[src/rtl/uart_pkg.sv]
// Shared types and constants for the configurable UART receiver.
//   parity_e      : encoding of the parity_i configuration input
//   state_t       : receiver frame FSM states
//   clamp_bits()  : maps a requested data-bit count onto the supported range
package uart_pkg;

  typedef enum logic [1:0] {
    PAR_NONE  = 2'd0,
    PAR_EVEN  = 2'd1,
    PAR_ODD   = 2'd2,
    PAR_NONE3 = 2'd3
  } parity_e;

  typedef enum logic [2:0] {
    ST_IDLE,
    ST_START,
    ST_DATA,
    ST_PARITY,
    ST_STOP1,
    ST_STOP2,
    ST_BRK_WAIT
  } state_t;

  localparam int unsigned MIN_BAUD_DIV  = 4;
  localparam int unsigned MIN_DATA_BITS = 5;

  function automatic logic [3:0] clamp_bits(input logic [3:0] req, input logic [3:0] max_bits);
    if (req > max_bits) return max_bits;
    if (req < 4'(MIN_DATA_BITS)) return 4'(MIN_DATA_BITS);
    return req;
  endfunction

endpackage

[src/rtl/wbit_fifo.sv]
// Word FIFO with a registered read port and an occupancy output.
//   clk_i, rst_ni : clock, asynchronous active-low reset
//   we_i, wdata_i : push request (ignored while full) and word
//   re_i          : pop request (ignored while empty); head word lands in rdata_o next edge
//   rdata_o       : last popped word, 0 after reset
//   full_o, empty_o, level_o : occupancy status
module wbit_fifo #(
  parameter int WIDTH = 12,
  parameter int DEPTH = 16
) (
  input  logic                         clk_i,
  input  logic                         rst_ni,
  input  logic                         we_i,
  input  logic [WIDTH-1:0]             wdata_i,
  input  logic                         re_i,
  output logic [WIDTH-1:0]             rdata_o,
  output logic                         full_o,
  output logic                         empty_o,
  output logic [$clog2(DEPTH+1)-1:0]   level_o
);
  localparam int AW = $clog2(DEPTH);
  localparam int LW = $clog2(DEPTH+1);

  logic [WIDTH-1:0] mem_q [DEPTH];
  logic [AW-1:0]    wr_ptr_q, wr_ptr_d, rd_ptr_q, rd_ptr_d;
  logic [LW-1:0]    level_q, level_d;
  logic [WIDTH-1:0] rdata_q, rdata_d;
  logic             push, pop;

  assign full_o  = (level_q == LW'(DEPTH));
  assign empty_o = (level_q == '0);
  assign level_o = level_q;
  assign rdata_o = rdata_q;

  always_comb begin
    push     = we_i && !full_o;
    pop      = re_i && !empty_o;
    // Pointers wrap naturally because DEPTH is a power of two.
    wr_ptr_d = wr_ptr_q + AW'(push);
    rd_ptr_d = rd_ptr_q + AW'(pop);
    level_d  = level_q + LW'(push) - LW'(pop);
    rdata_d  = pop ? mem_q[rd_ptr_q] : rdata_q;
  end

  always_ff @(posedge clk_i) begin
    if (push) mem_q[wr_ptr_q] <= wdata_i;
  end

  always_ff @(posedge clk_i or negedge rst_ni) begin
    if (!rst_ni) begin
      wr_ptr_q <= '0;
      rd_ptr_q <= '0;
      level_q  <= '0;
      rdata_q  <= '0;
    end else begin
      wr_ptr_q <= wr_ptr_d;
      rd_ptr_q <= rd_ptr_d;
      level_q  <= level_d;
      rdata_q  <= rdata_d;
    end
  end

endmodule

[src/rtl/uart_rx_cfg.sv]
// Runtime-configurable UART receiver (5..DATA_WIDTH data bits, none/even/odd
// parity, 1 or 2 stop bits, 3-sample majority vote) feeding a flagged word FIFO.
//   clk_i, rst_ni            : clock, asynchronous active-low reset
//   baud_div_i               : clocks per bit (>= 4)
//   data_bits_i, parity_i, stop2_i : frame format, latched at start of frame
//   rx_en_i                  : enables start detection
//   rx_re_i                  : FIFO read strobe
//   ovr_clr_i                : clears the sticky overrun flag
//   rx_bit_i                 : asynchronous serial line
//   dout_o, perr_o, ferr_o, brk_o : last word read and its flags
//   full_o, empty_o, level_o : FIFO status
//   overrun_o                : sticky, a word was dropped on a full FIFO
module uart_rx_cfg
  import uart_pkg::*;
#(
  parameter int DATA_WIDTH = 9,
  parameter int FIFO_DEPTH = 16
) (
  input  logic                              clk_i,
  input  logic                              rst_ni,
  input  logic [15:0]                       baud_div_i,
  input  logic [3:0]                        data_bits_i,
  input  logic [1:0]                        parity_i,
  input  logic                              stop2_i,
  input  logic                              rx_en_i,
  input  logic                              rx_re_i,
  input  logic                              ovr_clr_i,
  input  logic                              rx_bit_i,
  output logic [DATA_WIDTH-1:0]             dout_o,
  output logic                              perr_o,
  output logic                              ferr_o,
  output logic                              brk_o,
  output logic                              full_o,
  output logic                              empty_o,
  output logic [$clog2(FIFO_DEPTH+1)-1:0]   level_o,
  output logic                              overrun_o
);
  localparam int WW = DATA_WIDTH + 3;

  logic                  sync1_q, sync2_q, rx_s;
  state_t                state_q, state_d;
  logic [15:0]           cnt_q, cnt_d, mid;
  logic                  end_tick, vote_tick, vote;
  logic                  s0_q, s0_d, s1_q, s1_d;
  logic [3:0]            bit_q, bit_d, nbits_q, nbits_d;
  logic                  par_en_q, par_en_d, par_odd_q, par_odd_d, stop2_q, stop2_d;
  logic                  par_bit_q, par_bit_d, perr_q, perr_d, ferr_q, ferr_d;
  logic [DATA_WIDTH-1:0] data_q, data_d;
  logic                  wr_q, wr_d;
  logic [WW-1:0]         wdata_q, wdata_d;
  logic                  ovr_q, ovr_d;
  logic                  commit, brk;
  logic [WW-1:0]         rdata;

  // Synchronizer: idle-high so reset never looks like a start bit.
  always_ff @(posedge clk_i or negedge rst_ni) begin
    if (!rst_ni) begin
      sync1_q <= 1'b1;
      sync2_q <= 1'b1;
    end else begin
      sync1_q <= rx_bit_i;
      sync2_q <= sync1_q;
    end
  end
  assign rx_s = sync2_q;

  assign mid       = (baud_div_i >> 1) - 16'd1;
  assign end_tick  = (cnt_q == baud_div_i - 16'd1);
  assign vote_tick = (cnt_q == mid + 16'd1);
  // Third sample is the live line value in the vote cycle.
  assign vote      = (s0_q & s1_q) | (s0_q & rx_s) | (s1_q & rx_s);

  always_comb begin
    state_d   = state_q;
    cnt_d     = (state_q == ST_IDLE || end_tick) ? 16'd0 : cnt_q + 16'd1;
    s0_d      = (cnt_q == mid - 16'd1) ? rx_s : s0_q;
    s1_d      = (cnt_q == mid) ? rx_s : s1_q;
    bit_d     = bit_q;
    nbits_d   = nbits_q;
    par_en_d  = par_en_q;
    par_odd_d = par_odd_q;
    stop2_d   = stop2_q;
    par_bit_d = par_bit_q;
    perr_d    = perr_q;
    ferr_d    = ferr_q;
    data_d    = data_q;
    wr_d      = 1'b0;
    wdata_d   = wdata_q;
    commit    = 1'b0;
    brk       = 1'b0;

    case (state_q)
      ST_IDLE: begin
        if (rx_en_i && !rx_s) begin
          state_d   = ST_START;
          nbits_d   = clamp_bits(data_bits_i, 4'(DATA_WIDTH));
          par_en_d  = (parity_e'(parity_i) == PAR_EVEN) || (parity_e'(parity_i) == PAR_ODD);
          par_odd_d = (parity_e'(parity_i) == PAR_ODD);
          stop2_d   = stop2_i;
          bit_d     = 4'd0;
          data_d    = '0;
          par_bit_d = 1'b0;
          perr_d    = 1'b0;
          ferr_d    = 1'b0;
        end
      end
      ST_START: begin
        if (vote_tick && vote) state_d = ST_IDLE;
        else if (end_tick)     state_d = ST_DATA;
      end
      ST_DATA: begin
        if (vote_tick) begin
          for (int i = 0; i < DATA_WIDTH; i++) begin
            if (bit_q == 4'(i)) data_d[i] = vote;
          end
        end
        if (end_tick) begin
          if (bit_q == nbits_q - 4'd1) begin
            bit_d   = 4'd0;
            state_d = par_en_q ? ST_PARITY : ST_STOP1;
          end else begin
            bit_d = bit_q + 4'd1;
          end
        end
      end
      ST_PARITY: begin
        if (vote_tick) begin
          par_bit_d = vote;
          perr_d    = ((^data_q) ^ vote) != par_odd_q;
        end
        if (end_tick) state_d = ST_STOP1;
      end
      ST_STOP1: begin
        if (vote_tick) begin
          ferr_d = ferr_q | ~vote;
          commit = !stop2_q;
        end else if (end_tick) begin
          state_d = ST_STOP2;
        end
      end
      ST_STOP2: begin
        if (vote_tick) begin
          ferr_d = ferr_q | ~vote;
          commit = 1'b1;
        end
      end
      ST_BRK_WAIT: begin
        if (rx_s) state_d = ST_IDLE;
      end
      default: state_d = ST_IDLE;
    endcase

    // The final stop vote ends the frame immediately; the write is registered.
    if (commit) begin
      brk     = ferr_d && (data_q == '0) && !par_bit_q;
      wr_d    = 1'b1;
      wdata_d = {brk, ferr_d, perr_q, data_q};
      state_d = brk ? ST_BRK_WAIT : ST_IDLE;
    end

    // A drop in the same cycle as a clear must leave the flag set.
    if (wr_q && full_o)  ovr_d = 1'b1;
    else if (ovr_clr_i)  ovr_d = 1'b0;
    else                 ovr_d = ovr_q;
  end

  always_ff @(posedge clk_i or negedge rst_ni) begin
    if (!rst_ni) begin
      state_q   <= ST_IDLE;
      cnt_q     <= '0;
      s0_q      <= 1'b1;
      s1_q      <= 1'b1;
      bit_q     <= '0;
      nbits_q   <= 4'(MIN_DATA_BITS);
      par_en_q  <= 1'b0;
      par_odd_q <= 1'b0;
      stop2_q   <= 1'b0;
      par_bit_q <= 1'b0;
      perr_q    <= 1'b0;
      ferr_q    <= 1'b0;
      data_q    <= '0;
      wr_q      <= 1'b0;
      wdata_q   <= '0;
      ovr_q     <= 1'b0;
    end else begin
      state_q   <= state_d;
      cnt_q     <= cnt_d;
      s0_q      <= s0_d;
      s1_q      <= s1_d;
      bit_q     <= bit_d;
      nbits_q   <= nbits_d;
      par_en_q  <= par_en_d;
      par_odd_q <= par_odd_d;
      stop2_q   <= stop2_d;
      par_bit_q <= par_bit_d;
      perr_q    <= perr_d;
      ferr_q    <= ferr_d;
      data_q    <= data_d;
      wr_q      <= wr_d;
      wdata_q   <= wdata_d;
      ovr_q     <= ovr_d;
    end
  end

  wbit_fifo #(
    .WIDTH (WW),
    .DEPTH (FIFO_DEPTH)
  ) u_fifo (
    .clk_i   (clk_i),
    .rst_ni  (rst_ni),
    .we_i    (wr_q),
    .wdata_i (wdata_q),
    .re_i    (rx_re_i),
    .rdata_o (rdata),
    .full_o  (full_o),
    .empty_o (empty_o),
    .level_o (level_o)
  );

  assign dout_o    = rdata[DATA_WIDTH-1:0];
  assign perr_o    = rdata[DATA_WIDTH];
  assign ferr_o    = rdata[DATA_WIDTH+1];
  assign brk_o     = rdata[DATA_WIDTH+2];
  assign overrun_o = ovr_q;

endmodule

[config.mk]
export PLATFORM = sky130hd
export DESIGN_NAME = uart_rx_cfg
export DESIGN_NICKNAME = d
export VERILOG_FILES = /design/src/rtl/uart_pkg.sv /design/src/rtl/wbit_fifo.sv /design/src/rtl/uart_rx_cfg.sv
export SDC_FILE = /design/constraint.sdc
export NUM_CORES = 1
export LEC_CHECK = 0
export CAP_MARGIN = 5
export CORE_MARGIN = 2
export CORE_UTILIZATION = 55
export CTS_BUF_LIST = sky130_fd_sc_hd__clkbuf_2
export CTS_CLUSTER_SIZE = 30
export DETAILED_ROUTE_END_ITERATION = 16
export GPL_TIMING_DRIVEN = 0
export PLACE_DENSITY = 0.76
export SYNTH_ARGS = -nofsm -noshare
export SYNTH_HDL_FRONTEND = slang
export SYNTH_SLANG_ARGS = --single-unit
[constraint.sdc]
create_clock -name clk_i -period 2.8 [get_ports clk_i]
set_input_delay 0.56 -clock clk_i [delete_from_list [all_inputs] [get_ports clk_i]]
set_output_delay 0.56 -clock clk_i [all_outputs]
set_load 0.005 [all_outputs]
# Yosys cells after proc, flatten, opt, wreduce, memory -nomap -nowiden
# Memories as Yosys holds them, arrays and structs flattened. A register that Yosys moved wholly into a read port is not among the register bits.
# Index checks and enable logic that the tools add are counted.
# totals
ramBits	192
regBits	73
in_bits	29
out_inout_bits	20
n_memories	1
word_cells	190
# memory_table
name	words	word_bits	read_ports	rd_ports_with_merged_regs	write_ports	line_no	text
u_fifo.mem_q	16	12	1	1	1	wbit_fifo.sv:24	logic [WIDTH-1:0] mem_q [DEPTH];
# classes
n_eq_ne	45
addsub	11
bitwise_logic	8
order_cmp	2
n_reduce_logical	37
n_mux	57
# op_table
cell	count
$eq 16x16->1	4
$mux 3	12
$reduce_and 4->1	9
$add 16x1->16 const B	2
$sub 16x1->16 const B	2
$mux 1	28
$mux 4	7
$ne 2x2->1 const B	13
$pmux 3 s7	1
$mux 9	2
$ne 3x3->1 const B	6
$pmux 9 s2	1
$eq 4x3->1 const B	4
$mux 16	1
$sub 15x1->16 const B	1
$eq 3x3->1 const B	3
$logic_not 9->1	1
$reduce_and 9->1	1
$reduce_xor 9->1	1
$add 4x1->4	2
$eq 4x2->1 const B	2
$pmux 1 s2	4
$pmux 4 s2	1
$logic_and 1x1->1	7
31 further kinds	45

# Logic depth before layout (Yosys ltp)
# depth
depth_word	11
ltp_mapped	18
depth_no_buf	15

# By module
# From an unflattened synthesis, not the netlist that was laid out.
# hier_totals
cells_unflattened	1058
area_unflattened_um2	13894.6
# modules_own_cells
module	seq_area_each_um2	n_inst	cells_each	area_per_inst_um2
wbit_fifo	6391.1	1	413	8629.5
uart_rx_cfg	1508.9	1	645	5265.0

# Worst setup path before layout
# No wires, ideal clock.
# synth_path
path_kind	in2reg
from	input baud_div_i[1]
to	register s0_q
path_buffers	3
t_arrival_ps	4001
slack_ps	-1283
required_ps	2718
setup_ps	82
stages	16
cell_sequence	buf_2 -> inv_1 -> ha_1 -> clkbuf_1 -> nor3b_1 -> xnor2_1 -> nand2_1 -> or2_2 -> clkbuf_1 -> or3_1 -> nor3_1 -> o21ai_0 -> o21ai_0 -> a2bb2oi_1 -> nor4_1 -> mux2_2
# synth_between
elab_chain_len	3
# synth_rtl
element	line_no	text
start, declared	uart_rx_cfg.sv:21	input logic [15:0] baud_div_i,
$sub 15x1->16	uart_rx_cfg.sv:67	assign mid = (baud_div_i >> 1) - 16'd1;
$sub 16x1->16	uart_rx_cfg.sv:76	s0_d = (cnt_q == mid - 16'd1) ? rx_s : s0_q;
$eq 16x16->1	uart_rx_cfg.sv:76	
end signal, assigned	uart_rx_cfg.sv:171	s0_q <= 1'b1;
end signal, assigned	uart_rx_cfg.sv:188	s0_q <= s0_d;
end, declared	uart_rx_cfg.sv:44	logic s0_q, s0_d, s1_q, s1_d;
# Every way passes these cells.
# A chain may end at the register's enable or synchronous reset.

# Final worst setup path
# layout_path
from	input baud_div_i[5]
to	register state_q[1]
# layout_between
elab_chain_len	9
word_cells_on_any_way	27
classes_between	3 x add/sub; 11 x eq/ne; 9 x mux; 4 x reduce/logical
# layout_rtl
element	line_no	text
branches (longest 9 deep; another with $sub 15x1->16)	n/a	
end signal, assigned	uart_rx_cfg.sv:186	state_q <= state_d;
end, declared	uart_rx_cfg.sv:41	state_t state_q, state_d;
# Several ways; the timed one is not identified.

==> results.toml <==
[status]
status = "complete, but fails checks"
violations = "negative setup slack"

[yosys]
syn_avg_cell_area_sq_um = 13.7
yosysTopAreaCell = "edfxtp_1"
synth_edf_count = 192
syn_nets = 1035
ys_async_sr_fraction = 0.307
ys_types = 73
ys.warnings.count = 0
synth.cell_area_sq_um = 13400
yosys_most_used_dff = "edfxtp_1"
ys_top_cells_by_count = "edfxtp_1, dfrtp_1, mux4_2, nor2_1"
synth-seq-cells = 277
yosys-top-cells-area = "edfxtp_1, dfrtp_1, mux4_2"
yosysMostFrequentCell = "edfxtp_1"
synth_top_area_frac = 0.431
ys_seq_area_frac = 0.590
syn-instance-count = 979

[die]
rows = 57
die_w_microns = 160
core_sq_um = 24100
ios = 49
die_area_sq_um = 25600
start_util = 0.555
die_h_microns = 160

[power]
power_mw = 11.0
peakVddDrop_v = 0.000454
cellPowerDensity_nw_per_um2 = 678
p_leak_nw = 5.86

[sta]
tightest_slew_ns = 0.851
setup_viol_count_final = 29
timing.hold.ws_ns = 0.154
fin_skew_ns = 0.0634
relSlewSlack = 0.433
drv_slew = 0
fmax_mhz = 312
finalHoldViolations = 0
post-route-period-util = 1.14
fin_tns_setup_ns = -7.89
fin_ws_ns = -0.401
min_period_ns = 3.20
grt_setup_unrepaired = "yes"

[critical_path]
worstPathMaxFanout = 5
worst_setup_path_start_kind = "input port"
r2r-end = "state_q[1]$_DFFE_PN0P_"
worstSetupPathType = "in -> reg"
rrSetupSlack_ns = -0.23
r2r-start = "cnt_q[3]$_DFF_PN0_"
rr_worst_depth = 10
cp.required_ns = 3.49
end_kind = "flop"
worstPathArrival_ns = 3.89

[global_routing]
antenna_found_initial = 1
grt_pass1_wl_mm = 47.7
gr-total-overflow = 0
grt_max_degree = 67
grtUsageTotal = 0.243
grt_pass1_vias = 8894

[layout]
drive_above_1_share = 0.332
design_area_sq_um = 16200
area_growth_syn_to_layout_pct = 20.7
nets = 1187

[detailed_routing]
wl_mm = 30.1
ant_nets = 0
wire_per_inst_microns = 19.9
first_pass_iters = 5
vias = 8748
detail_route.vias_per_cell = 5.78
drc = 0
drt-initial-drc-count = 572

[clocking]
htree_levels = 3
cts_buffers = 71
clk_path_buf_depth = 3
worstSkewPairLatency_ns = 0.87
cts.sink_count = 277
clk_pin_slew_ns = 0.09
cts_root_buf = "clkbuf_2"
cts_tree = "yes"

[place]
place_ws_ns = -1.90
placed_area_sq_um = 14600
place.gp.congestion = 0.906
place_hpwl_mm = 20.0
io_buffers = 39

[run]
drv_cap = 0

[hold_path]
hp-class = "in -> async"
==> how the worst max path moves through the flow <==
stage | to | depth (start not counted) | from
2_1_floorplan | s0_q$_DFFE_PN1N_ | 14 | baud_div_i[3]
3_3_place_gp | u_fifo.rdata_o[5]$_DFFE_PN0P_ | 1 | rst_ni
3_5_place_dp | wdata_q[1]$_DFFE_PN0P_ | 14 | baud_div_i[2]
4_1_cts | state_q[1]$_DFFE_PN0P_ | 13 | baud_div_i[5]
5_1_grt | state_q[1]$_DFFE_PN0P_ | 12 | baud_div_i[10]
6_report | state_q[1]$_DFFE_PN0P_ | 13 | baud_div_i[5]
==> per-layer routing <==
layer,part of all wire,global-route usage,wire (microns)
met1,0.39,0.302,11800
met4,0.023,0.0782,704
met3,0.060,0.0561,1810
met2,0.53,0.424,15800
met5,0,0,0
==> worst max-delay path, cell delays in order <==
cell and delay, ns:
buf_6 0.09, buf_6 0.12, or4_4 0.51, or3_4 0.38
a2111oi_4 0.49, and4_4 0.32, xnor2_2 0.07, a211oi_2 0.26
o2111ai_2 0.21, o21a_1 0.27, a311oi_4 0.30, o211ai_1 0.15
o311a_1 0.14
==> final cells by class <==
cell class | count | area (sq um)
clock buffers | 112 | 561
repair buffers | 88 | 862
fillers | 1761 | 7940
well taps | 324 | 405
flip-flops and latches | 277 | 7900
plain buffers | 49 | 327
diodes | 1 | 2.50
clock inverters | 18 | 139
inverters | 40 | 164
multi-input cells | 604 | 5800
==> flip-flops by register name (all words and copies together) (netlist names), 3 cells and up <==
register,cells
state_q,3
cnt_q,16
u_fifo.rdata_o,12
bit_q,4
u_fifo.level_o,5
data_q,9
u_fifo.rd_ptr_q,4
u_fifo.mem_q,192
u_fifo.wr_ptr_q,4
wdata_q,12
nbits_q,4
==> layout by cell type, fill, tap and decap left out, types with 8 or more instances in the layout <==
cell type,instances
clkbuf_1,23
xor2_1,40
nor2b_1,8
dfrtp_1,76
mux2_2,19
a31oi_1,10
buf_4,37
ha_1,23
clkdlybuf4s50_1,33
nand2_1,45
nor2_1,48
xnor2_1,50
edfxtp_1,192
nor2_2,8
clkbuf_2,115
nand3_1,33
and3_1,8
clkinv_1,11
nand2_2,14
nand4_1,12
inv_1,35
nor3_1,11
mux4_2,60
o21ai_0,15
a21oi_1,15
o21ai_1,29
buf_6,18
==> through the flow <==
step,instances,util
final,1513,0.671
after global routing,1513,0.671
after CTS,1511,0.661
after detailed placement,1350,0.606
after global placement,1342,0.601
after floorplan,979,-
==> cells by family after synthesis <==
group / after synthesis / synth area share
flops: 277 / 0.590
simple gates: 262 / 0.100
compound gates: 122 / 0.0589
xor+xnor: 110 / 0.0751
buf+inv: 98 / 0.0297
mux: 82 / 0.119
fa+ha+maj: 28 / 0.0265
==> power by group <==
| group | total [mW] | switching (mW) | internal (mW) |
|---|---|---|---|
| clock | 2.84 | 1.59 | 1.25 |
| sequential | 4.86 | 0.252 | 4.61 |
| combinational | 3.27 | 1.66 | 1.61 |
==> timing repair <==
item,CTS,global route
hold endpoints to repair,72,0
cloned,3,0
setup endpoints to repair,188,140
hold buffers,1,0
pin swaps,37,26
gates resized for setup,106,46
setup buffers,30,8
(Power assumes the default switching activity.)
